**src/rtl/pwm_pkg.sv**
```systemverilog
// pwm_pkg: shared types and constants for the PWM generator.
//   CNT_W      - width of the slot counter and of duty values
//   PERIOD_DEF - default number of ticks per PWM period
//   duty_t     - duty / slot index type
//   clamp_duty - saturating clamp of a requested duty to the period length
package pwm_pkg;

    localparam int CNT_W      = 8;
    localparam int PERIOD_DEF = 200;

    typedef logic [CNT_W-1:0] duty_t;

    // A duty longer than the period means "always high"; clamp it to the period.
    function automatic duty_t clamp_duty(input duty_t d, input duty_t lim);
        return (d > lim) ? lim : d;
    endfunction

endpackage

```
**src/rtl/pwm_gen_if.sv**
```systemverilog
// pwm_gen_if: duty-update valid/ready channel.
//   duty_in    - requested high time in ticks (master -> slave)
//   duty_valid - duty_in is valid               (master -> slave)
//   duty_ready - slave can accept a duty value  (slave -> master)
interface pwm_gen_if;
    import pwm_pkg::*;

    duty_t duty_in;
    logic  duty_valid;
    logic  duty_ready;

    modport master (output duty_in, output duty_valid, input  duty_ready);
    modport slave  (input  duty_in, input  duty_valid, output duty_ready);

endinterface

```
**src/rtl/pwm_gen_sync_edge.sv**
```systemverilog
// sync_edge: brings an asynchronous slow clock into clk_in with a 2-flop
// synchroniser and emits a one-cycle pulse on each synchronised rising edge.
//   clk_in     - destination clock
//   rst        - asynchronous active-low reset
//   async_in   - signal asynchronous to clk_in
//   rise_pulse - one clk_in cycle wide, high on a rising edge of async_in
module sync_edge (
    input  logic clk_in,
    input  logic rst,
    input  logic async_in,
    output logic rise_pulse
);

    logic s1_q, s2_q, s3_q;
    logic s1_d, s2_d, s3_d;

    always_comb begin
        s1_d = async_in;
        s2_d = s1_q;
        s3_d = s2_q;   // previous synchronised value, for edge detection
    end

    always_ff @(posedge clk_in or negedge rst) begin
        if (!rst) begin
            s1_q <= 1'b0;
            s2_q <= 1'b0;
            s3_q <= 1'b0;
        end else begin
            s1_q <= s1_d;
            s2_q <= s2_d;
            s3_q <= s3_d;
        end
    end

    assign rise_pulse = s2_q & ~s3_q;

endmodule

```
**src/rtl/pwm_gen.sv**
```systemverilog
// pwm_gen: single-channel PWM with double-buffered duty updates.
//   clk_in       - system clock
//   rst          - asynchronous active-low reset
//   pwm_clk      - divided clock, each rising edge is one slot tick
//   enable       - run enable; when low the counter parks at PERIOD-1
//   duty_if      - duty update channel (slave side)
//   pwm_out      - registered PWM output, high for slots 0..duty-1
//   period_start - one-cycle pulse in the cycle after a wrapping tick
//   cnt_out      - current slot index
module pwm_gen
    import pwm_pkg::*;
#(
    parameter int PERIOD = PERIOD_DEF
) (
    input  logic       clk_in,
    input  logic       rst,
    input  logic       pwm_clk,
    input  logic       enable,
    pwm_gen_if.slave   duty_if,
    output logic       pwm_out,
    output logic       period_start,
    output duty_t      cnt_out
);

    localparam duty_t LAST = duty_t'(PERIOD - 1);
    localparam duty_t PER  = duty_t'(PERIOD);

    logic  tick;
    logic  wrap;
    duty_t duty_eff;

    duty_t cnt_q, cnt_d;
    duty_t active_q, active_d;
    duty_t pend_duty_q, pend_duty_d;
    logic  pending_q, pending_d;
    logic  pwm_q, pwm_d;
    logic  ps_q, ps_d;

    sync_edge u_sync (
        .clk_in    (clk_in),
        .rst       (rst),
        .async_in  (pwm_clk),
        .rise_pulse(tick)
    );

    always_comb begin
        cnt_d       = cnt_q;
        active_d    = active_q;
        pend_duty_d = pend_duty_q;
        pending_d   = pending_q;
        pwm_d       = pwm_q;
        ps_d        = 1'b0;
        wrap        = (cnt_q == LAST);
        duty_eff    = active_q;

        // Capture only needs pending=0 and a wrap only clears pending=1,
        // so the two updates of pending_d below never collide.
        if (duty_if.duty_valid && !pending_q) begin
            pend_duty_d = clamp_duty(duty_if.duty_in, PER);
            pending_d   = 1'b1;
        end

        if (!enable) begin
            // Park so the first tick after re-enable starts a fresh period.
            cnt_d = LAST;
            pwm_d = 1'b0;
        end else if (tick) begin
            cnt_d = wrap ? '0 : cnt_q + 1'b1;
            if (wrap && pending_q) begin
                active_d  = pend_duty_q;
                pending_d = 1'b0;
                duty_eff  = pend_duty_q;  // new duty already governs slot 0
            end
            pwm_d = (cnt_d < duty_eff);
            ps_d  = wrap;
        end
    end

    always_ff @(posedge clk_in or negedge rst) begin
        if (!rst) begin
            cnt_q       <= LAST;
            active_q    <= '0;
            pend_duty_q <= '0;
            pending_q   <= 1'b0;
            pwm_q       <= 1'b0;
            ps_q        <= 1'b0;
        end else begin
            cnt_q       <= cnt_d;
            active_q    <= active_d;
            pend_duty_q <= pend_duty_d;
            pending_q   <= pending_d;
            pwm_q       <= pwm_d;
            ps_q        <= ps_d;
        end
    end

    assign duty_if.duty_ready = ~pending_q;
    assign pwm_out            = pwm_q;
    assign period_start       = ps_q;
    assign cnt_out            = cnt_q;

endmodule

```
**src/flat_wrapper.sv**
```systemverilog
// flat-port wrapper written by rule: the top's interface ports become plain ports
module pwm_gen_flat import pwm_pkg::*;
#(
    parameter int PERIOD = PERIOD_DEF
)
  (clk_in, rst, pwm_clk, enable, pwm_out, period_start, cnt_out, duty_if_duty_in, duty_if_duty_valid, duty_if_duty_ready);
  pwm_gen_if duty_if_i ();
  input  logic clk_in;
  input  logic rst;
  input  logic pwm_clk;
  input  logic enable;
  output logic pwm_out;
  output logic period_start;
  output duty_t cnt_out;
  input wire logic [$bits(duty_if_i.duty_in)-1:0] duty_if_duty_in;
  input wire logic [$bits(duty_if_i.duty_valid)-1:0] duty_if_duty_valid;
  output wire logic [$bits(duty_if_i.duty_ready)-1:0] duty_if_duty_ready;
  assign duty_if_i.duty_in = duty_if_duty_in;
  assign duty_if_i.duty_valid = duty_if_duty_valid;
  assign duty_if_duty_ready = duty_if_i.duty_ready;
  pwm_gen #(.PERIOD(PERIOD)) u_core (.clk_in(clk_in), .rst(rst), .pwm_clk(pwm_clk), .enable(enable), .duty_if(duty_if_i), .pwm_out(pwm_out), .period_start(period_start), .cnt_out(cnt_out));
endmodule
```
**config.mk**
```make
export PLATFORM = sky130hd
export DESIGN_NAME = pwm_gen_flat
export DESIGN_NICKNAME = d
export VERILOG_FILES = /design/src/rtl/pwm_pkg.sv /design/src/rtl/pwm_gen_if.sv /design/src/rtl/pwm_gen_sync_edge.sv /design/src/rtl/pwm_gen.sv /design/src/flat_wrapper.sv
export SDC_FILE = /design/constraint.sdc
export NUM_CORES = 1
export LEC_CHECK = 0
export ABC_CLOCK_PERIOD_IN_PS = 6200
export BUFFER_PORTS_ARGS = -buffer_cell sky130_fd_sc_hd__buf_4
export CORE_ASPECT_RATIO = 2
export CORE_MARGIN = 2
export CORE_UTILIZATION = 58
export DETAILED_ROUTE_END_ITERATION = 8
export PLACE_DENSITY = 0.88
export SETUP_SLACK_MARGIN = 0.2
export SLEW_MARGIN = 40
export SYNTH_ARGS = -nofsm -noshare
export SYNTH_HDL_FRONTEND = slang
export SYNTH_SLANG_ARGS = --single-unit
```
**constraint.sdc**
```tcl
create_clock -name clk_in -period 6.2 [get_ports clk_in]
set_input_delay 0.31 -clock clk_in [delete_from_list [all_inputs] [get_ports clk_in]]
set_output_delay 0.31 -clock clk_in [all_outputs]
set_load 0.005 [all_outputs]
```
==> flow_summary.toml, run 1 <==
[die]
die_w_microns = 41.59
rows = 27
ios = 24
initial_utilization_pct = 59.90
die_area_sq_um = 3293
core_sq_um = 2736
die_h_microns = 79.18

[timing]
rsz0062_at_grt = "no"
worst_slew_pin_slew_ps = 503.6
maxSlewViolCount = 0
setup_violations = 0
hold_viol = 0
setup_tns_ps = 0
finalClockSkew_ps = 4.600
fin_crit_sh_pct = 46.44
timing.fmax_mhz = 347.3
worst_hold_slack_ps = 134.3
max-slew-margin-rel_pct = 66.43
period_needed_ps = 2880

[routing]
drt_wl_total_microns = 3571
drtIter0Drc = 59
drc = 0
avgRoutedWirePerCell_microns = 17.86
drt-vias-per-instance = 6.335
dr.pass1.iters = 4
postRouteAntennaNets = 0
vias = 1267

[finish]
fin_nets = 192
area_delta_synth_final_pct = 15.65
final_cells = 200
drive_gt1_share_pct = 27.49
fin_area_sq_um = 1896
antenna_cells = 0

[synth]
synthTopCellsByArea = "dfrtp_1 (38%), dfstp_2 (8.0%), mux2_4 (7.3%)"
synth_most_common_cell = "dfrtp_1"
netlist.area_leader.share_pct = 38.17
synthCells = 146
synthDistinctLibCells = 40
yosysTopAreaCell = "dfrtp_1"
syn_area_per_cell_sq_um = 11.23
yosysSeqAreaShare_pct = 46.18
ys_ff_latch = 30
synth_warnings = 0
netlist_area_sq_um = 1639
syn_nets = 167
async_flop_share_pct = 100.0
synth_edf_count = 0
ys.flop_type = "dfrtp_1"
synth_common_cells = "dfrtp_1 (25), ha_1 (8), mux2_4 (8)"

[power_and_ir_drop]
combPwrFrac_pct = 35.3
power.leakage_nw = 0.8941
p_sw_share_pct = 33.34
seqPwrFrac_pct = 44.1
p_int_w = 0.0004663
ir_worst_vdd_uv = 261.8
power_switching_w = 0.0002332
p_clk_share_pct = 20.6
powerDensity_nw_per_um2 = 369.0
finalPower_w = 0.0006996

[grt]
grtUsageTotal_pct = 25.76
grt_overflow_total = 0
first_global_vias = 1319
grt_antenna_before_repair = 0
grt_first_pass_wirelength_microns = 6265
grt_max_degree = 31

[clock_tree]
post_cts_buffers = 0
clockBufferDepth = 2
insertion_delay_ps = 280
cts.sinks = 30
tritoncts = "yes"
htree_levels = 2
cts-resized-gates = 0
cts_buffers = 5
hold_buffers = 1
path_clk_slew_ps = 60
cts_root_buf = "clkbuf_8"

[setup_path]
critPathMaxStageDelay_ps = 620
crit_family = "compound AO/OA/AOI/OAI gates"
path_class = "reg2reg"
cp_num_buf_inv = 0
critPathMaxFanout = 8
critPathSlowestCell = "dfstp_2"
cp-end-kind = "flop"
startpoint_type = "flop"
cp.required_ps = 6400
cp_common_cell = "ha_1"
crit_path_cell_trace = "ha_1 -> and3b_1 -> and2_1 -> nor2_1 -> ha_1 -> a2111oi_0 -> o221ai_1 -> a32oi_1"
cp_data_arrival_time_ps = 3080

[placed_design]
post-place-cells = 192
gp_congestion = 0.9415
placed_cell_area_sq_um = 1809
portBuffers = 23
hpwl_microns = 2723

[hold_path]
hp-class = "in2reg"

[outcome]
outcome = "finished clean"

[job]
maxCapViolCount = 0
[power by group through the flow]
stage | registers [W] | clock network, W | logic [W]
global route | 0.000315 | 0.000156 | 0.000277
CTS | 0.000307 | 0.000147 | 0.000249
detailed placement | 0.000310 | 0 | 0.000246
global placement | 0.000304 | 0 | 0.000230
finish | 0.000308 | 0.000144 | 0.000247
floorplan | 0.000291 | 0 | 0.000186
[area by class of cell]
cell class / instances / area [sq um]
Tap cell: 29 / 36.28
Fill cell: 204 / 840.8
Multi-Input combinational cell: 106 / 828.3
Timing Repair Buffer: 24 / 182.7
Inverter: 4 / 15.01
Clock buffer: 7 / 76.32
Sequential cell: 30 / 757.0
[layer usage]
| metal | wire, microns | global-route usage, % | vias up | part of all wire, % |
|---|---|---|---|---|
| met5 | 0 | 0 | - | 0 |
| met4 | 172 | 18.06 | 0 | 4.8 |
| met3 | 160 | 5.682 | 17 | 4.5 |
| met2 | 1988 | 44.53 | 47 | 56 |
| met1 | 1249 | 26.70 | 608 | 35 |
| li1 | - | - | 595 | - |
[stage by stage]
| stage | setup WS, ps | utilization, % |
|---|---|---|
| after floorplan | 3662 | - |
| after global placement | 3649 | 66.12 |
| after detailed placement | 3416 | 66.12 |
| after CTS | 3355 | 69.27 |
| after global routing | 3133 | 69.27 |
| final | 3320 | 69.27 |
[worst register-to-register path, stage by stage (launching register included)]
cell	delay, ps
dfstp_2	620
ha_1	280
and3b_1	290
and2_1	310
nor2_1	90
ha_1	310
a2111oi_0	460
o221ai_1	240
a32oi_1	210
[state kept, by name, indices dropped and copies added (netlist names)]
name	flops
u_core.pwm_out	1
u_core.active_q	8
u_core.period_start	1
u_core.u_sync.s1_q	1
u_core.pending_q	1
u_core.cnt_out	8
u_core.pend_duty_q	8
u_core.u_sync.s3_q	1
u_core.u_sync.s2_q	1
[worst paths after layout]
check	startpoint	slack [ps]	cells after the start	endpoint
max in group asynchronous	rst	5410	2	u_core.cnt_out[7]
setup / recovery	u_core.cnt_out[0]	3320	8	u_core.pwm_out
hold / removal	pwm_clk	130	1	u_core.u_sync.s1_q
setup reg to reg	u_core.cnt_out[0]	3320	8	u_core.pwm_out
min in group asynchronous	rst	480	2	u_core.cnt_out[3]
hold reg to reg	u_core.u_sync.s1_q	350	0	u_core.u_sync.s2_q
[cell families after synthesis]
kind of cell / share of synthesized area (%)
muxes: 12.98
DFF: 46.18
buffers and inverters: 3.282
AOI/OAI and AO/OA: 11.91
adders and majority gates: 6.107
and+or+nand+nor: 15.80
xor gates and xnor gates: 3.741
[layout by cell type (no fill, tap or decap), types with 2 or more instances in the layout]
cell type	netlist	layout
dfrtp_1	25	25
buf_4	0	23
mux2_4	8	8
ha_1	8	8
nand2_1	7	7
nand3_1	7	7
nor2_1	7	7
mux2i_1	7	7
a21oi_1	7	7
o21ai_0	7	7
a22o_1	5	5
clkbuf_8	0	5
dfstp_2	5	5
inv_1	4	4
nand4_1	4	4
xnor2_1	4	4
nor3_1	4	4
xor2_1	3	3
and2_1	2	2
nand2b_1	2	2
a211o_1	2	2
or3_1	2	2
a31oi_1	2	2
mux2_2	2	2
or2_2	2	2
clkbuf_1	3	2
Power figures use the tool's default switching activity.
==> inputs of run 2 (changes only) <==
--- a/config.mk
+++ b/config.mk
@@ -5,13 +5,13 @@
 export SDC_FILE = /design/constraint.sdc
 export NUM_CORES = 1
 export LEC_CHECK = 0
-export ABC_CLOCK_PERIOD_IN_PS = 6200
+export ABC_CLOCK_PERIOD_IN_PS = 2850
 export BUFFER_PORTS_ARGS = -buffer_cell sky130_fd_sc_hd__buf_4
 export CORE_ASPECT_RATIO = 2
 export CORE_MARGIN = 2
-export CORE_UTILIZATION = 58
+export CORE_UTILIZATION = 56
 export DETAILED_ROUTE_END_ITERATION = 8
-export PLACE_DENSITY = 0.88
+export PLACE_DENSITY = 0.85
 export SETUP_SLACK_MARGIN = 0.2
 export SLEW_MARGIN = 40
 export SYNTH_ARGS = -nofsm -noshare
==> constraint.sdc (replaced) <==
create_clock -name clk_in -period 2.85 [get_ports clk_in]
set_input_delay 0.1425 -clock clk_in [delete_from_list [all_inputs] [get_ports clk_in]]
set_output_delay 0.1425 -clock clk_in [all_outputs]
set_load 0.005 [all_outputs]
==> run 2 against run 1 <==
Effect of this change: sequential cell count is the same; first-iteration DRC count down 32%; clock power is 140% higher; cell count up 2.5%; count of clock-buffer cells in the layout increased by 1; wire length up 1.1%; total power up 130%; clock skew down 0.50 ps; global-route usage down 2.3 points; critical path type unchanged.
==> flow_summary.toml, run 2 (synthesis results as in run 1) <==
[power_and_ir_drop]
ir_worst_vdd_uv = 482.9
p_int_w = 0.001076
seqPwrFrac_pct = 41.6
power_switching_w = 0.0005203
powerDensity_nw_per_um2 = 812.9
finalPower_w = 0.001597
p_clk_share_pct = 22.0
combPwrFrac_pct = 36.4
power.leakage_nw = 0.9230
p_sw_share_pct = 32.59

[die]
core_sq_um = 2770
die_h_microns = 80.51
die_area_sq_um = 3402
die_w_microns = 42.26
ios = 24
initial_utilization_pct = 59.17
rows = 27

[setup_path]
critPathMaxFanout = 8
cp.required_ps = 3060
cp_data_arrival_time_ps = 2700
r2r_cells = 8
rrSetupSlack_ps = 360
startpoint_type = "flop"
worstReg2RegStart = "u_core.cnt_out[0]"
critPathMaxStageDelay_ps = 620
crit_path_cell_trace = "ha_4 -> and3b_2 -> nand3_4 -> mux2i_1 -> ha_1 -> a2111oi_2 -> o221ai_1 -> a32oi_1"
path_class = "reg2reg"
cp-end-kind = "flop"
critPathSlowestCell = "dfstp_2"
r2r-end = "u_core.pwm_out"

[finish]
final_common_cell = "buf_4"
area_delta_synth_final_pct = 19.85
final_cell_mix = "buf_4 (26), dfrtp_1 (25), mux2_4 (8)"
fin_nets = 196
drive_gt1_share_pct = 31.25
antenna_cells = 0

[outcome]
outcome = "finished clean"

[clock_tree]
cts_root_buf = "clkbuf_8"
tritoncts = "yes"
cts.sinks = 30
clockBufferDepth = 2
path_clk_slew_ps = 60
insertion_delay_ps = 280
htree_levels = 2
cts_buffers = 5

[timing]
period_needed_ps = 2491
max-slew-margin-rel_pct = 65.11
setup_violations = 0
fin_crit_sh_pct = 87.39
maxSlewViolCount = 0
timing.fmax_mhz = 401.5
hold_viol = 0
rsz0062_at_grt = "no"
worst_slew_pin_slew_ps = 523.4
setup_tns_ps = 0
finalClockSkew_ps = 4.097

[hold_path]
hold_start = "enable"
whs_path_depth = 2
hp-class = "in2reg"
whs_endpoint = "u_core.cnt_out[2]"

[routing]
dr.pass1.iters = 4
postRouteAntennaNets = 0
drt-vias-per-instance = 6.283
avgRoutedWirePerCell_microns = 17.62
drt_wl_total_microns = 3612
drtIter0Drc = 40
drc = 0
vias = 1288

[placed_design]
gp_congestion = 0.9527
hpwl_microns = 2606
portBuffers = 23

[grt]
grt_first_pass_wirelength_microns = 5913
grt_overflow_total = 0
grtUsageTotal_pct = 23.46
grt_antenna_before_repair = 0
grt_max_degree = 31
first_global_vias = 1261

[job]
maxCapViolCount = 0
-- run 2: cell count changes in the layout (fill, tap and decap cells not counted), sizes merged --
cell	previous run	this run
buf	23	26
dlygate4sd3	1	2
clkbuf	7	8
-- run 2: repair_timing --
item	4_1_cts	5_1_grt
endpoints found under the hold margin	26	0
hold buffers	2	0
pin swaps	0	1
resized for setup	4	3
setup buffers	0	3
gates cloned	0	0
endpoints found under the setup margin	1	1
-- run 2: per-stage QoR --
stage                     util [%]  hold WS [ps]  instance area (sq um)  setup slack [ps]  cells
final                        70.91         39.38                   1964             359.4    205
after global placement       65.31         78.21                   1809             302.8    192
after global routing         70.91         39.83                   1964             264.8    205
after detailed placement     65.31         88.06                   1809             108.4    192
after floorplan                  -        -153.1                   1639             311.9    146
after CTS                    69.51         29.91                   1926             200.6    202
-- run 2: cell type report --
type / instances / area, sq um
inverters: 4 / 15.01
clock buffers: 8 / 90.09
well taps: 29 / 36.28
flip-flops and latches: 30 / 757.0
fillers: 205 / 805.8
multi-input cells: 106 / 850.8
repair buffers: 28 / 215.2
-- run 2: power by group through the flow --
| stage | registers (W) | clock network [W] | logic [W] |
|---|---|---|---|
| final | 0.000664 | 0.000352 | 0.000581 |
| after global routing | 0.000678 | 0.000377 | 0.000634 |
| after CTS | 0.000662 | 0.000358 | 0.000543 |
| after detailed placement | 0.000669 | 0 | 0.000531 |
| after global placement | 0.000659 | 0 | 0.000500 |
| after floorplan | 0.000633 | 0 | 0.000404 |
-- run 2: worst max-delay path by stage --
| stage | startpoint | to | slack, ps | cells after the start |
|---|---|---|---|---|
| 2_1_floorplan | u_core.cnt_out[0] | u_core.pwm_out | 310 | 9 |
| 3_3_place_gp | u_core.cnt_out[0] | u_core.pwm_out | 300 | 8 |
| 3_5_place_dp | u_core.cnt_out[0] | u_core.pwm_out | 110 | 8 |
| 4_1_cts | u_core.cnt_out[0] | u_core.pwm_out | 200 | 8 |
| 5_1_grt | u_core.cnt_out[0] | u_core.pwm_out | 260 | 8 |
| 6_report | u_core.cnt_out[0] | u_core.pwm_out | 360 | 8 |
-- run 2: metal layers --
metal  track usage (%)  vias to the layer above  routed length (microns)
li1                  -                      593                        -
met1             24.45                      635                     1341
met2             43.54                       49                     1959
met3             4.270                       11                      171
met4             11.25                        0                      139
met5                 0                        -                        0
-- run 2: critical path, delay by kind of cell (launching register included) --
family | cells | cell delay [ps]
flops | 1 | 620
fa+ha+maj | 2 | 520
simple gates | 2 | 370
compound gates | 3 | 760
mux | 1 | 150
